**src/rtl/fifo_pkg.sv**
```systemverilog
// Shared constants for the single-clock synchronous FIFO: data width,
// RAM geometry and default flag thresholds.
package fifo_pkg;

  localparam int DATA_WIDTH    = 8;
  localparam int ADDR_WIDTH    = 9;
  localparam int DEPTH         = 512;
  localparam int AFULL_THRESH  = 480;
  localparam int AEMPTY_THRESH = 32;

endpackage

```
**src/rtl/fifo_ptr.sv**
```systemverilog
// FIFO pointer: W-bit binary register that advances by one when enabled.
// The MSB is the wrap bit; the counter wraps naturally at 2**W.
module fifo_ptr #(
  parameter int W = 10
) (
  input  logic         clk,
  input  logic         rst_n,
  input  logic         i_inc,
  output logic [W-1:0] o_ptr
);

  logic [W-1:0] r_ptr;

  // Pointer register with synchronous active-low reset
  always_ff @(posedge clk) begin
    if (!rst_n) begin
      r_ptr <= {W{1'b0}};
    end else if (i_inc) begin
      r_ptr <= r_ptr + {{(W-1){1'b0}}, 1'b1};
    end else begin
      r_ptr <= r_ptr;
    end
  end

  assign o_ptr = r_ptr;

endmodule

```
**src/rtl/sync_fifo_ctrl.sv**
```systemverilog
// Pointer, flag, count and sticky-error controller for the synchronous FIFO;
// drives the write/read ports of the downstream dual-port RAM.
module sync_fifo_ctrl
  import fifo_pkg::*;
#(
  parameter int ADDR_WIDTH    = fifo_pkg::ADDR_WIDTH,
  parameter int DEPTH         = fifo_pkg::DEPTH,
  parameter int AFULL_THRESH  = fifo_pkg::AFULL_THRESH,
  parameter int AEMPTY_THRESH = fifo_pkg::AEMPTY_THRESH
) (
  input  logic                  clk,
  input  logic                  rst_n,
  input  logic                  wr_en,
  input  logic                  rd_en,
  output logic                  ram_w_enable,
  output logic [ADDR_WIDTH-1:0] ram_w_addr,
  output logic                  ram_r_enable,
  output logic [ADDR_WIDTH-1:0] ram_r_addr,
  output logic                  rd_valid,
  output logic                  full,
  output logic                  empty,
  output logic                  almost_full,
  output logic                  almost_empty,
  output logic [ADDR_WIDTH:0]   data_count,
  output logic                  overflow,
  output logic                  underflow
);

  localparam logic [ADDR_WIDTH:0] AFULL_C  = (ADDR_WIDTH+1)'(AFULL_THRESH);
  localparam logic [ADDR_WIDTH:0] AEMPTY_C = (ADDR_WIDTH+1)'(AEMPTY_THRESH);
  localparam logic [ADDR_WIDTH:0] ONE_C    = (ADDR_WIDTH+1)'(1);

  if (DEPTH != (1 << ADDR_WIDTH)) begin : g_depth_check
    $error("DEPTH must equal 2**ADDR_WIDTH");
  end

  logic [ADDR_WIDTH:0] w_wptr;
  logic [ADDR_WIDTH:0] w_rptr;
  logic                w_full;
  logic                w_empty;
  logic                w_wr_acc;
  logic                w_rd_acc;

  logic [ADDR_WIDTH:0] r_count;
  logic                r_rd_valid;
  logic                r_overflow;
  logic                r_underflow;

  fifo_ptr #(.W(ADDR_WIDTH+1)) u_wptr (
    .clk   (clk),
    .rst_n (rst_n),
    .i_inc (w_wr_acc),
    .o_ptr (w_wptr)
  );

  fifo_ptr #(.W(ADDR_WIDTH+1)) u_rptr (
    .clk   (clk),
    .rst_n (rst_n),
    .i_inc (w_rd_acc),
    .o_ptr (w_rptr)
  );

  assign w_empty = (w_wptr == w_rptr);
  assign w_full  = (w_wptr[ADDR_WIDTH] != w_rptr[ADDR_WIDTH]) &&
                   (w_wptr[ADDR_WIDTH-1:0] == w_rptr[ADDR_WIDTH-1:0]);

  // Gating with rst_n keeps the RAM enables low during reset cycles
  assign w_wr_acc = rst_n & wr_en & ~w_full;
  assign w_rd_acc = rst_n & rd_en & ~w_empty;

  // Occupancy counter: simultaneous accepted push and pop cancel out
  always_ff @(posedge clk) begin
    if (!rst_n) begin
      r_count <= {(ADDR_WIDTH+1){1'b0}};
    end else begin
      case ({w_wr_acc, w_rd_acc})
        2'b10:   r_count <= r_count + ONE_C;
        2'b01:   r_count <= r_count - ONE_C;
        default: r_count <= r_count;
      endcase
    end
  end

  // Read-data valid tracks the RAM's one-cycle registered read
  always_ff @(posedge clk) begin
    if (!rst_n) begin
      r_rd_valid <= 1'b0;
    end else begin
      r_rd_valid <= w_rd_acc;
    end
  end

  // Sticky error flags, cleared only by reset
  always_ff @(posedge clk) begin
    if (!rst_n) begin
      r_overflow  <= 1'b0;
      r_underflow <= 1'b0;
    end else begin
      r_overflow  <= r_overflow  | (wr_en & w_full);
      r_underflow <= r_underflow | (rd_en & w_empty);
    end
  end

  assign ram_w_enable = w_wr_acc;
  assign ram_w_addr   = w_wptr[ADDR_WIDTH-1:0];
  assign ram_r_enable = w_rd_acc;
  assign ram_r_addr   = w_rptr[ADDR_WIDTH-1:0];
  assign rd_valid     = r_rd_valid;
  assign full         = w_full;
  assign empty        = w_empty;
  assign almost_full  = (r_count >= AFULL_C);
  assign almost_empty = (r_count <= AEMPTY_C);
  assign data_count   = r_count;
  assign overflow     = r_overflow;
  assign underflow    = r_underflow;

endmodule
```
**config.mk**
```make
export PLATFORM = sky130hd
export DESIGN_NAME = sync_fifo_ctrl
export DESIGN_NICKNAME = d
export VERILOG_FILES = /design/src/rtl/fifo_pkg.sv /design/src/rtl/fifo_ptr.sv /design/src/rtl/sync_fifo_ctrl.sv
export SDC_FILE = /design/constraint.sdc
export NUM_CORES = 1
export LEC_CHECK = 0
export BUFFER_PORTS_ARGS = -buffer_cell sky130_fd_sc_hd__buf_2
export CORE_MARGIN = 2
export CORE_UTILIZATION = 60
export CTS_CLUSTER_SIZE = 25
export DETAILED_ROUTE_END_ITERATION = 10
export PLACE_DENSITY = 0.85
export SYNTH_ARGS = -nofsm -noshare
export SYNTH_HDL_FRONTEND = slang
export SYNTH_SLANG_ARGS = --single-unit
```
**constraint.sdc**
```tcl
create_clock -name clk -period 9.5 [get_ports clk]
set_input_delay 0 -clock clk [delete_from_list [all_inputs] [get_ports clk]]
set_output_delay 0 -clock clk [all_outputs]
set_load 0.02 [all_outputs]
```
==> impl_metrics.csv, run 1 <==
group,metric,value,unit
synthesis,synthCells,260,
cells_and_area,fill_cells,282,
cells_and_area,fin_util,69.10,%
worst_hold_path,hold_path_depth,2,
worst_setup_path,crit_path_top_delay_cell,"nor4_4",
power_and_ir_drop,p_leak,0.9670,nW
global_route,grtUsageTotal,23.87,%
timing,fmax,252.4,MHz
worst_hold_path,hp-class,"in2reg",
worst_setup_path,critPathLaunchType,"register",
synthesis,async_flop_share,0,%
detailed_routing,wl_per_cell,14.05,µm
synthesis,synthTopCellsByArea,"dfxtp_1 31%, buf_4 6.6%, ha_1 6.4%, a21oi_1 5.4%, nand2_1 4.7%",
floorplan,rows,21,
place,dp_hpwl,3348,µm
power_and_ir_drop,ir_worst_vdd,0.00008799,V
synthesis,yosysTopAreaCellShare,30.73,%
run,maxCapViolations,0,
synthesis,yosysTopAreaCell,"dfxtp_1",
synthesis,syn_area,2150,µm²
floorplan,die_x,63.86,µm
clocking,path_clk_slew,0.11,ns
synthesis,synth.avg_cell_area,8.268,µm²
timing,final_hold_viol_count,0,
place,io_buffers,40,
timing,worst_pin_slew,0.7439,ns
timing,finalMaxSlewViolations,0,
synthesis,netlist-cell-type-count,41,
global_route,antenna_found_initial,0,
floorplan,initial_core_util,63.42,%
worst_setup_path,cp_max_fo,18,
cells_and_area,area_growth_syn_to_layout,8.964,%
synthesis,yosys_warnings,0,
global_route,grt_max_degree,25,
global_route,grt_overflow,0,
timing,finalSetupTns,0,ns
status,status,"finished clean",
cells_and_area,multi_input_area,1292,µm²
clocking,post_cts_buffers,0,
power_and_ir_drop,pwr_density_cell,154.4,nW/µm²
timing,slew_headroom,50.04,%
timing,min_period_over_period,41.71,%
worst_setup_path,r2r_cells,11,
detailed_routing,wirelength,4636,µm
worst_setup_path,worstPathRequired,9.78,ns
clocking,clk_path_buf_depth,2,
worst_setup_path,endpoint_kind,"register",
synthesis,synth_edf_count,0,
clocking,hold_buffers,2,
detailed_routing,via_per_inst,5.979,
detailed_routing,detail-route-antenna-nets,0,
clocking,cts_sinks,33,
cells_and_area,drive_gt1_share,18.66,%
global_route,grt_pass1_wl,7783,µm
detailed_routing,route.detailed.drc,0,
timing,rsz0062_at_grt,"false",
floorplan,io_pins,41,
worst_setup_path,crit_type,"reg2reg",
worst_setup_path,slowest_delay,0.69,ns
floorplan,die_h,63.86,µm
cells_and_area,nets,299,
place,gp_congestion,0.8765,
synthesis,synth_flop_cell,"dfxtp_1",
worst_setup_path,cp_data_arrival_time,4.24,ns
timing,min_period,3.963,ns
detailed_routing,drtPass1Iterations,4,
clocking,clkLatencyLatePin,0.34,ns
floorplan,core-area,3390,µm²
clocking,cts_made_buffers,5,
timing,fin_worst_skew,0.01943,ns
timing,setup_violations,0,
clocking,cts_tree,"yes",
worst_setup_path,critPathMostFrequentCell,"ha_1",
synthesis,ys_ff_latch,33,
floorplan,dieArea,4077,µm²
cells_and_area,n_antenna_cell,0,
worst_setup_path,ff2ff_setup_slack,5.54,ns
worst_setup_path,crit_chain,"xnor2_1 > nand2_1 > nor4_4 > nor2b_1 > and2_1 > ha_1 > ha_1 > a2111o_1 > o21a_1 > o311ai_0 > mux2i_1",
clocking,clockRootBuffer,"clkbuf_4",
clocking,cts_max_level,2,
detailed_routing,drt-initial-drc-count,162,
timing,whs,0.08201,ns
detailed_routing,vias,1973,
global_route,grt_pass1_vias,1784,
synthesis,syn_nets,276,
clocking,ctsResizeCount,0,
synthesis,seq_area_frac_synth,30.73,%
cells_and_area,regArea,660.6,µm²
per-stage QoR:
step	total power, mW	setup WS, ns	std cells	instance area (µm²)
after global placement	0.2516	5.677	320	2237
final	0.3616	5.537	330	2342
after global routing	0.3809	5.216	330	2342
after floorplan	0.2330	6.121	260	2150
after detailed placement	0.2536	5.576	320	2237
after CTS	0.3640	5.530	330	2342
cell usage in the layout (no fill, tap or decap), types with 5 or more instances in the layout:
cell type / n
dfxtp_1: 33
o21ai_0: 10
ha_1: 11
mux2i_1: 7
nand3_1: 10
nor4_1: 5
buf_2: 40
o31ai_1: 8
or4_1: 8
inv_1: 6
or3_1: 6
clkbuf_4: 5
o21a_1: 5
a21oi_1: 23
nand4_1: 7
nor2_1: 15
xnor2_1: 11
nand2b_1: 6
nand2_1: 27
worst max-delay path, delay by kind of cell, from the launching register on:
kind / cells / cell delay, ns
DFF: 1 / 0.48
AOI/OAI and AO/OA: 3 / 1.00
and+or+nand+nor: 4 / 1.28
xor gates and xnor gates: 1 / 0.18
adders and majority gates: 2 / 0.74
muxes: 1 / 0.22
area by class of cell:
type	instances	area share, %
clock buffers	7	2.350
clock inverters	1	1.282
inverters	7	1.122
multi-input cells	194	55.18
flip-flops and latches	33	28.21
well taps	46	2.457
repair buffers	42	9.402
layer usage:
metal | track usage (%) | vias to the layer above | part of all wire, %
met2 | 42.19 | 49 | 52
met4 | 10.33 | 0 | 2.2
met5 | 0 | - | 0
met3 | 5.458 | 10 | 4.2
li1 | - | 982 | -
met1 | 27.28 | 932 | 42
synth_stat cells, drive strengths merged, types with 7 or more instances:
cell type,instances
nand2,27
buf,20
a21oi,23
o31ai,8
nand4,7
nand3,11
dfxtp,33
o21ai,12
mux2i,7
nor4,7
or4,8
inv,7
xnor2,12
ha,11
nor2,15
registers in the layout, summed over array words and instances, names as in the netlist:
signal,cells
u_wptr.o_ptr,10
data_count,10
rd_valid,1
overflow,1
u_rptr.o_ptr,10
underflow,1
final timing paths:
check / startpoint / endpoint
worst max-delay path: u_wptr.o_ptr[3] / data_count[9]
worst min-delay path: rst_n / u_wptr.o_ptr[4]
worst max register to register: u_wptr.o_ptr[3] / data_count[9]
worst min register to register: overflow / overflow
logic make-up (layout without fill, tap and decap cells):
group           after synthesis  in the layout  synth area share, %
mux                           7              7                3.260
fa+ha+maj                    12             12                7.334
flops                        33             33                30.73
buf+inv                      33             57                9.138
simple gates                 99             99                25.26
compound gates               63             63                18.63
xor+xnor                     13             13                5.646
where the power goes:
group          leakage (nW)  switching, mW  internal (mW)
clock network        0.0455         0.0480         0.0629
registers             0.267        0.00980          0.146
logic                 0.654         0.0611         0.0338
Power figures use the tool's default switching activity.
==> run 2: changes to the inputs <==
CORE_UTILIZATION = 50   (was 60)
PLACE_DENSITY = 0.76   (was 0.85)
clock period = 3.2 ns   (was 9.5 ns; I/O delays follow)
==> impl_metrics.csv, run 2 (synthesis gave the netlist of run 1 again) <==
group,metric,value,unit
global_route,grtUsageTotal,22.56,%
cells_and_area,nets,318,
power_and_ir_drop,netSwitchingPower,0.3992,mW
timing,fmax,324.1,MHz
detailed_routing,drtPass1Iterations,4,
worst_setup_path,cp_data_arrival_time,3.30,ns
detailed_routing,wl_per_cell,15.43,µm
cells_and_area,area_growth_syn_to_layout,22.24,%
power_and_ir_drop,ir_worst_vdd,0.0003679,V
cells_and_area,stdcell_count,353,
detailed_routing,top_layer,"met4",
worst_setup_path,cp_top_family,"simple AND/OR/NAND/NOR gates",
timing,worst_pin_slew,0.5741,ns
power_and_ir_drop,p_total,1.277,mW
worst_setup_path,ff2ff_setup_slack,0.11,ns
worst_setup_path,path_buf_inv,2,
clocking,cts_tree,"yes",
floorplan,io_pins,41,
worst_setup_path,cp_max_fo,7,
timing,fin_worst_skew,0.007335,ns
cells_and_area,drive_gt1_share,33.33,%
detailed_routing,met1_length,2266,µm
cells_and_area,final_cell_mix,"40 x buf_2, 26 x nand2_1, 23 x a21oi_1",
global_route,antenna_found_initial,0,
global_route,grt_pass1_vias,1856,
clocking,clkLatencyLatePin,0.30,ns
worst_setup_path,crit_type,"reg2reg",
floorplan,die_x,69.57,µm
clocking,cts_max_level,2,
timing,final_hold_viol_count,0,
worst_hold_path,hp-class,"in2reg",
detailed_routing,route.detailed.drc,0,
worst_hold_path,hold_path_depth,3,
floorplan,initial_core_util,52.98,%
worst_setup_path,r2r_start,"u_wptr.o_ptr[8]",
detailed_routing,wirelength,5446,µm
power_and_ir_drop,seq_power_share,35.7,%
cells_and_area,finish.instance_area,2628,µm²
timing,min_period_over_period,96.42,%
place,postPlaceCellArea,2381,µm²
place,gp_congestion,0.9123,
worst_setup_path,cp.depth,14,
place,io_buffers,40,
clocking,path_clk_slew,0.08,ns
power_and_ir_drop,p_leak,1.104,nW
global_route,grt_pass1_wl,8783,µm
clocking,clockRootBuffer,"clkbuf_8",
timing,finalMaxSlewViolations,0,
worst_setup_path,crit_chain,"xnor2_1 > nand3_2 > nor4_4 > nor2b_2 > and2_2 > ha_4 > buf_4 > inv_1 > fa_2 > nor2b_2 > o2111ai_1 > nand4b_1 > o31a_1 > o211ai_1",
cells_and_area,layout_commonest_cell,"buf_2",
worst_setup_path,critPathLaunchType,"register",
power_and_ir_drop,clkPwrFrac,37.4,%
status,status,"finished clean",
global_route,grt_overflow,0,
cells_and_area,fin_util,64.75,%
power_and_ir_drop,combPwrFrac,26.9,%
worst_setup_path,endpoint_kind,"register",
detailed_routing,detail-route-antenna-nets,0,
place,dp_slack,0.03087,ns
detailed_routing,vias,2055,
clocking,cts_made_buffers,5,
timing,fin_ws,0.1147,ns
timing,whs,0.002245,ns
place,dp_hpwl,3776,µm
floorplan,rows,23,
power_and_ir_drop,switching_share,31.27,%
global_route,grt_max_degree,22,
worst_setup_path,r2r_cells,14,
cells_and_area,n_antenna_cell,0,
clocking,clk_path_buf_depth,2,
worst_setup_path,crit_end,"data_count[8]",
timing,min_period,3.085,ns
clocking,cts_sinks,33,
worst_setup_path,startpoint,"u_wptr.o_ptr[8]",
worst_setup_path,critPathMostFrequentCell,"nor2b_2",
worst_setup_path,r2r-end,"data_count[8]",
power_and_ir_drop,intPower,0.8774,mW
timing,finalSetupTns,0,ns
floorplan,core-area,4058,µm²
floorplan,dieArea,4839,µm²
timing,slew_headroom,61.37,%
worst_setup_path,slowest_delay,0.33,ns
detailed_routing,via_per_inst,5.822,
timing,setup_violations,0,
power_and_ir_drop,pwr_density_cell,485.8,nW/µm²
place,place_inst,341,
detailed_routing,drt-initial-drc-count,182,
floorplan,die_h,69.57,µm
detailed_routing,route.met2.wl,2767,µm
detailed_routing,met3_length,291,µm
worst_setup_path,crit_path_top_delay_cell,"dfxtp_1",
run,maxCapViolations,0,
worst_setup_path,worstPathRequired,3.41,ns
==> run 2: worst reg2reg max path, cell delays in order (launching register included) <==
cell,delay [ns]
dfxtp_1,0.33
xnor2_1,0.24
nand3_2,0.18
nor4_4,0.28
nor2b_2,0.11
and2_2,0.23
ha_4,0.19
buf_4,0.16
inv_1,0.10
fa_2,0.22
nor2b_2,0.06
o2111ai_1,0.18
nand4b_1,0.20
o31a_1,0.33
o211ai_1,0.20
==> run 2: power groups by stage <==
stage / logic [mW] / registers [mW] / clock network [mW]
3_5_place_dp: 0.321 / 0.465 / 0
5_1_grt: 0.373 / 0.461 / 0.497
2_1_floorplan: 0.211 / 0.487 / 0
4_1_cts: 0.324 / 0.456 / 0.483
6_report: 0.343 / 0.456 / 0.478
3_3_place_gp: 0.314 / 0.465 / 0
==> run 2: worst min-delay path by stage <==
| stage | from | endpoint | slack, ns |
|---|---|---|---|
| 6_report | wr_en | overflow | 0.002 |
| 5_1_grt | wr_en | overflow | 0.05 |
| 4_1_cts | wr_en | overflow | 0.004 |
| 3_5_place_dp | wr_en | overflow | 0.31 |
| 3_3_place_gp | wr_en | overflow | 0.29 |
| 2_1_floorplan | wr_en | overflow | 0.14 |
==> run 2: timing repair <==
item / CTS / global route
hold buffers: 0 / 0
setup endpoints to repair: 1 / 6
buffers inserted: 0 / 4
pin swaps: 0 / 7
gates resized for setup: 1 / 20
==> run 2: area by class of cell <==
type                            instances  area (µm²)
Tap cell                               50       62.56
Timing Repair Buffer                   61       357.8
Clock inverter                          3       65.06
Sequential cell                        33       675.6
Clock buffer                            5       68.82
Inverter                                7       26.28
Fill cell                             330        1430
Multi-Input combinational cell        194        1371
==> run 2: layer usage <==
metal / GRT usage, % / vias to the layer above
li1: - / 1021
met3: 4.651 / 14
met2: 39.21 / 62
met4: 8.932 / 0
met1: 27.07 / 958
met5: 0 / -
